[config.mk]
export PLATFORM = sky130hd
export DESIGN_NAME = if_fetch_unit
export DESIGN_NICKNAME = d
export VERILOG_FILES = /design/src/rtl/cpu_pkg.sv /design/src/rtl/if_predecode.sv /design/src/rtl/if_fetch_unit.sv
export SDC_FILE = /design/constraint.sdc
export NUM_CORES = 1
export LEC_CHECK = 0
export CORE_MARGIN = 2
export CORE_UTILIZATION = 45
export CTS_CLUSTER_DIAMETER = 120
export CTS_CLUSTER_SIZE = 30
export DETAILED_ROUTE_END_ITERATION = 12
export HOLD_SLACK_MARGIN = 0.02
export PLACE_DENSITY = 0.91
export SLEW_MARGIN = 20
export SYNTH_ARGS = -nofsm -noshare
export SYNTH_HDL_FRONTEND = slang
export SYNTH_SLANG_ARGS = --single-unit
export TNS_END_PERCENT = 10
[constraint.sdc]
create_clock -name clk -period 2.7 [get_ports clk]
set_clock_uncertainty 0.15 [all_clocks]
set_input_delay 0.54 -clock clk [delete_from_list [all_inputs] [get_ports clk]]
set_output_delay 0.54 -clock clk [all_outputs]
set_load 0.1 [all_outputs]
[src/rtl/cpu_pkg.sv]
// Shared CPU constants and the IF/ID pipeline register layout used by the fetch stage.
package cpu_pkg;
   localparam int          XLEN             = 32;
   localparam logic [6:0]  OPC_JAL          = 7'b1101111;
   localparam logic [6:0]  OPC_BRANCH       = 7'b1100011;
   localparam logic [31:0] NOP_INSTR        = 32'h0000_0000;
   localparam logic [31:0] DEFAULT_RESET_PC = 32'h0000_0000;

   typedef struct packed {
      logic [XLEN-1:0] pc;
      logic [31:0]     instr;
      logic            valid;
      logic            pred;
   } ifid_t;
endpackage

[src/rtl/if_predecode.sv]
// Static fetch predictor: JAL always taken, backward conditional branches taken.
// Used only when IF_STATIC_PREDICT_EN is defined; JALR is never predicted.
module if_predecode
   import cpu_pkg::*;
(
   input  logic [XLEN-1:0] pc_i,
   input  logic [31:0]     instr_i,
   output logic            taken_o,
   output logic [XLEN-1:0] target_o
);
   logic [XLEN-1:0] j_imm, b_imm;
   logic            is_jal, is_br;

   assign j_imm  = {{11{instr_i[31]}}, instr_i[31], instr_i[19:12], instr_i[20], instr_i[30:21], 1'b0};
   assign b_imm  = {{19{instr_i[31]}}, instr_i[31], instr_i[7], instr_i[30:25], instr_i[11:8], 1'b0};
   assign is_jal = (instr_i[6:0] == OPC_JAL);
   assign is_br  = (instr_i[6:0] == OPC_BRANCH);

   // imm sign bit sits in instr[31] for B-type, so it alone marks a backward branch
   assign taken_o  = is_jal | (is_br & instr_i[31]);
   assign target_o = pc_i + (is_jal ? j_imm : b_imm);
endmodule

[src/rtl/if_fetch_unit.sv]
// Instruction fetch stage: PC register, next-PC selection and IF/ID register.
// Define IF_STATIC_PREDICT_EN to enable static JAL/backward-branch prediction.
module if_fetch_unit
   import cpu_pkg::*;
#(
   parameter logic [XLEN-1:0] RESET_PC = DEFAULT_RESET_PC,
   parameter int              ROM_AW   = 6
) (
   input  logic              clk,
   input  logic              rst,
   input  logic              stall,
   input  logic              flush,
   input  logic              redirect_valid,
   input  logic [XLEN-1:0]   redirect_pc,
   output logic [ROM_AW-1:0] rom_addr,
   input  logic [31:0]       rom_dout,
   output logic [XLEN-1:0]   ifid_pc,
   output logic [31:0]       ifid_instr,
   output logic              ifid_valid,
   output logic              ifid_pred_taken
);
   logic [XLEN-1:0] pc_q, pc_d, fetch_next;
   ifid_t           ifid_q, ifid_d;
   logic            pred_taken;

`ifdef IF_STATIC_PREDICT_EN
   logic [XLEN-1:0] pred_target;

   if_predecode u_predecode (
      .pc_i     (pc_q),
      .instr_i  (rom_dout),
      .taken_o  (pred_taken),
      .target_o (pred_target)
   );
   assign fetch_next = pred_taken ? pred_target : pc_q + 32'd4;
`else
   assign pred_taken = 1'b0;
   assign fetch_next = pc_q + 32'd4;
`endif

   assign rom_addr = pc_q[ROM_AW+1:2];

   always_comb begin
      pc_d   = pc_q;
      ifid_d = ifid_q;
      if (flush) begin
         ifid_d.valid = 1'b0;
         ifid_d.instr = NOP_INSTR;
         ifid_d.pred  = 1'b0;
      end else if (!stall) begin
         ifid_d = '{pc: pc_q, instr: rom_dout, valid: 1'b1, pred: pred_taken};
      end
      // a redirect wins over stall so a resolved branch is never lost to a hazard hold
      if (redirect_valid)
         pc_d = {redirect_pc[XLEN-1:2], 2'b00};
      else if (!stall)
         pc_d = fetch_next;
   end

   always_ff @(posedge clk) begin
      if (rst) begin
         pc_q   <= RESET_PC;
         ifid_q <= '0;
      end else begin
         pc_q   <= pc_d;
         ifid_q <= ifid_d;
      end
   end

   assign ifid_pc         = ifid_q.pc;
   assign ifid_instr      = ifid_q.instr;
   assign ifid_valid      = ifid_q.valid;
   assign ifid_pred_taken = ifid_q.pred;
endmodule

# After elaboration in Yosys (flattened, before gate mapping)
# Index checks and enable logic that the tools add are counted.
dict set report word_totals {
  reg_bits 97
  input_bits 69
  output_inout_bits 72
  word_cells 14
}
dict set report op_classes {
  addsub 1
  eq_ne 1
  mux 2
  n_bitwise 2
  n_reduce_logical 3
}
# op count
set ops {}
lappend ops {{$mux 32} 2}
lappend ops {{$add 32x3->32 const B} 1}
lappend ops {{$reduce_or 2->1} 2}
lappend ops {{$ne 2x1->1 const B} 1}
lappend ops {{$not 1->1} 2}
lappend ops {{$reduce_and 2->1} 1}

# Depth between registers and ports, before layout
dict set report logic_depth {
  depth_word 3
  mapped_depth 6
  ltp_nobuf 5
}

# Worst setup path after synthesis
# Ideal clock, no wire load.
dict set report synth_timing {
  path_type {input-to-reg}
  from {in stall}
  to {reg pc_q[17]}
  setup_ps 91
  arrival_time_ps 1969
  t_required_ps 2459
  slack_ps 490
  cell_stages 5
  n_path_buf 1
  cell_sequence {nand3b_1 or4_1 buf_2 or3_1 a311oi_1}
}
dict set report synth_between {
  elab_chain_len 1
}
# element line_no
set synth_lines {}
lappend synth_lines {{start: declaration} if_fetch_unit.sv:11} ;# input logic stall,
lappend synth_lines {{$ne 2x1->1 (no line)} n/a}
lappend synth_lines {{end signal: assignment} if_fetch_unit.sv:65} ;# pc_q <= pc_d;
lappend synth_lines {{end: declaration} if_fetch_unit.sv:22} ;# logic [XLEN-1:0] pc_q, pc_d, fetch_next;
# Every way passes these cells.
# A chain may end at the register's enable or synchronous reset.

# Worst setup path in the final report
dict set report layout_timing {
  from {reg pc_q[9]}
  to {reg pc_q[17]}
}
dict set report layout_between {
  elab_chain_len 3
}
# element line_no
set layout_lines {}
lappend layout_lines {{$add 32x3->32} if_fetch_unit.sv:38} ;# assign fetch_next = pc_q + 32'd4;
lappend layout_lines {{$mux 32} if_fetch_unit.sv:56} ;# else if (!stall)
lappend layout_lines {{$mux 32} if_fetch_unit.sv:54} ;# if (redirect_valid)
# Every way passes these cells. The select of a mux whose other input is x is not followed.

==> results.cfg <==
[die]
die_h_um = 98.9
initial_core_util = 0.465
core_um2 = 8720
die-area_um2 = 9780
ios = 141
fp.dieW_um = 98.9
num_rows = 34

[grt]
grt_pass1_wl_um = 16500
grt_max_degree = 40
grt.total_usage = 0.208
grt_overflow = 0
antenna_found_initial = 0
grt_pass1_vias = 3443

[route]
first_pass_iters = 9
wl_per_cell_um = 15.0
drtIter0Drc = 194
postRouteAntennaNets = 0
wirelength_um = 10500
drc_errors = 0
via_count = 3803
viasPerCell = 5.41

[sta]
rsz0062_at_grt = no
period_needed_ns = 2.36
maxSlewHeadroom = 0.544
fmax_mhz = 423
worstMarginPinSlew_ns = 0.682
min_period_over_period = 0.875
fin_setup_tns_ns = 0
setup_viol = 0
final_max_slew_viol_count = 0
whs_ns = 0.298
hold_viol = 0

[cts]
clk_path_buf_depth = 2
htreeDepth = 3
cts.reportedPaths.clkPinSlew_ns = 0.10
cts_resized = 0
cts-root-buf = clkbuf_8
cts_hold_buf = 0
postCtsSetupRepairBufs = 0
clock-sinks = 93
numCtsBuffers = 9
cts_tree = done
clock_latency_ns = 0.36

[min_path]
holdPathStages = 2
hold_path_startpoint = ifid_valid$_SDFFE_PP0N_
hp-class = flip-flop to flip-flop

[placement]
routabilityCongestion = 0.870
io_buffer_count = 135
hpwlAfterDp_um = 7640

[pwr]
ir_drop_mv = 0.276
total_power_mw = 3.17
power_leakage_nw = 2.19
pwr_density_cell_nw_per_um2 = 580

[yosys]
synthTopCellsByArea = dfxtp_1 46%, mux2i_1 8.2%, nand2_1 7.0%
ys_warn_count = 0
synth_edf_count = 0
ys.flop_type = dfxtp_1
synth.top_cells.by_count = 93 x dfxtp_1, 76 x nand2_1, 59 x nor2_1
postSynthCellCount = 475
netlist_area_um2 = 4050
ys_ff_latch = 93
yosysTopAreaCellShare = 0.460
avgSynthCellArea_um2 = 8.53
async_flop_share = 0
synth_cell_types = 49
yosysMostFrequentCell = dfxtp_1
ys_seq_area_frac = 0.460
synth_top_area_cell = dfxtp_1

[finish]
n_antenna_cell = 0
drive_gt1_frac = 0.176
synthToLayoutAreaGrowth_pct = 34.9
final_core_util = 0.627
seqCellArea_um2 = 1860
num-fill-cells = 723
multi_input_area_um2 = 1970
fin_nets = 660

[setup_path]
cp-end-kind = flip-flop
crit_fanout = 9
cp.arrival_ns = 2.48
regToRegSetupSlack_ns = 0.34
crit_required_ns = 2.81
critPathLaunch = pc_q[9]$_SDFFE_PP0P_
r2r_cells = 4
crit_type = flip-flop to flip-flop
start_kind = flip-flop
r2r-start = pc_q[9]$_SDFFE_PP0P_

[outcome]
status = complete, no violations

[job]
drv_cap = 0
## where the power goes
group / internal (mW) / switching (mW)
Clock: 0.527 / 0.507
Sequential: 1.43 / 0.0647
Combinational: 0.208 / 0.431
Total: 2.17 / 1.00
## kinds of logic (layout without fill, tap and decap cells)
group | Yosys count | count (layout) | share of synthesized area
muxes | 33 | 33 | 0.0815
AOI/OAI and AO/OA | 81 | 81 | 0.134
and+or+nand+nor | 206 | 206 | 0.246
xor gates and xnor gates | 8 | 8 | 0.0173
buffers and inverters | 52 | 170 | 0.0571
other | 1 | 3 | 0.000926
adders and majority gates | 1 | 1 | 0.00309
DFF | 93 | 93 | 0.460
## state kept, by name, indices dropped and copies added (netlist names)
signal	count
ifid_instr	32
ifid_pc	30
pc_q	30
ifid_valid	1
## layer usage
metal | vias up | GRT usage | part of all wire
met4 | 0 | 0.0611 | 0.014
met2 | 160 | 0.336 | 0.47
met1 | 1741 | 0.267 | 0.42
met3 | 15 | 0.0660 | 0.094
met5 | - | 0 | 0
li1 | 1887 | - | -
## cell usage in the layout, fill, tap and decap left out, types with 3 or more instances in the layout
| master | n |
|---|---|
| nor2_1 | 58 |
| or2_2 | 4 |
| o211a_1 | 3 |
| conb_1 | 3 |
| o21ai_0 | 8 |
| or4_1 | 8 |
| a21oi_1 | 36 |
| a311oi_1 | 14 |
| a211oi_1 | 5 |
| clkdlybuf4s50_1 | 64 |
| nand2_1 | 76 |
| buf_4 | 78 |
| nand4_1 | 8 |
| nand3_1 | 7 |
| mux2i_1 | 33 |
| xnor2_1 | 6 |
| nor4_1 | 6 |
| or3_1 | 5 |
| clkbuf_8 | 9 |
| nor2b_1 | 5 |
| nand2b_1 | 3 |
| o31ai_1 | 4 |
| nor3_1 | 5 |
| and3_1 | 5 |
| nand4b_1 | 3 |
| inv_1 | 9 |
| dfxtp_1 | 93 |
| nor4bb_1 | 3 |
## final timing paths
kind                        endpoint
max            pc_q[17]$_SDFFE_PP0P_
min          ifid_valid$_SDFFE_PP0N_
max reg2reg    pc_q[17]$_SDFFE_PP0P_
min reg2reg  ifid_valid$_SDFFE_PP0N_
## area by class of cell
cell class	instances	area share
clock buffers	9	0.0227
clock inverters	7	0.0176
inverters	10	0.00687
multi-input cells	332	0.361
flip-flops and latches	93	0.341
well taps	108	0.0247
repair buffers	144	0.226
## worst max-delay path: stages (launching register included)
cell,delay (ns)
dfxtp_1,0.50
nand4_4,0.19
or4_1,0.74
or3_1,0.42
a311oi_1,0.28
## per-stage QoR
stage	std cells	setup WS [ns]	area, um^2
finish	703	0.336	5460
global placement	687	0.305	5240
global route	703	0.118	5460
detailed placement	687	0.208	5240
floorplan	477	0.490	4060
CTS	703	0.327	5460
(Power assumes the default switching activity.)
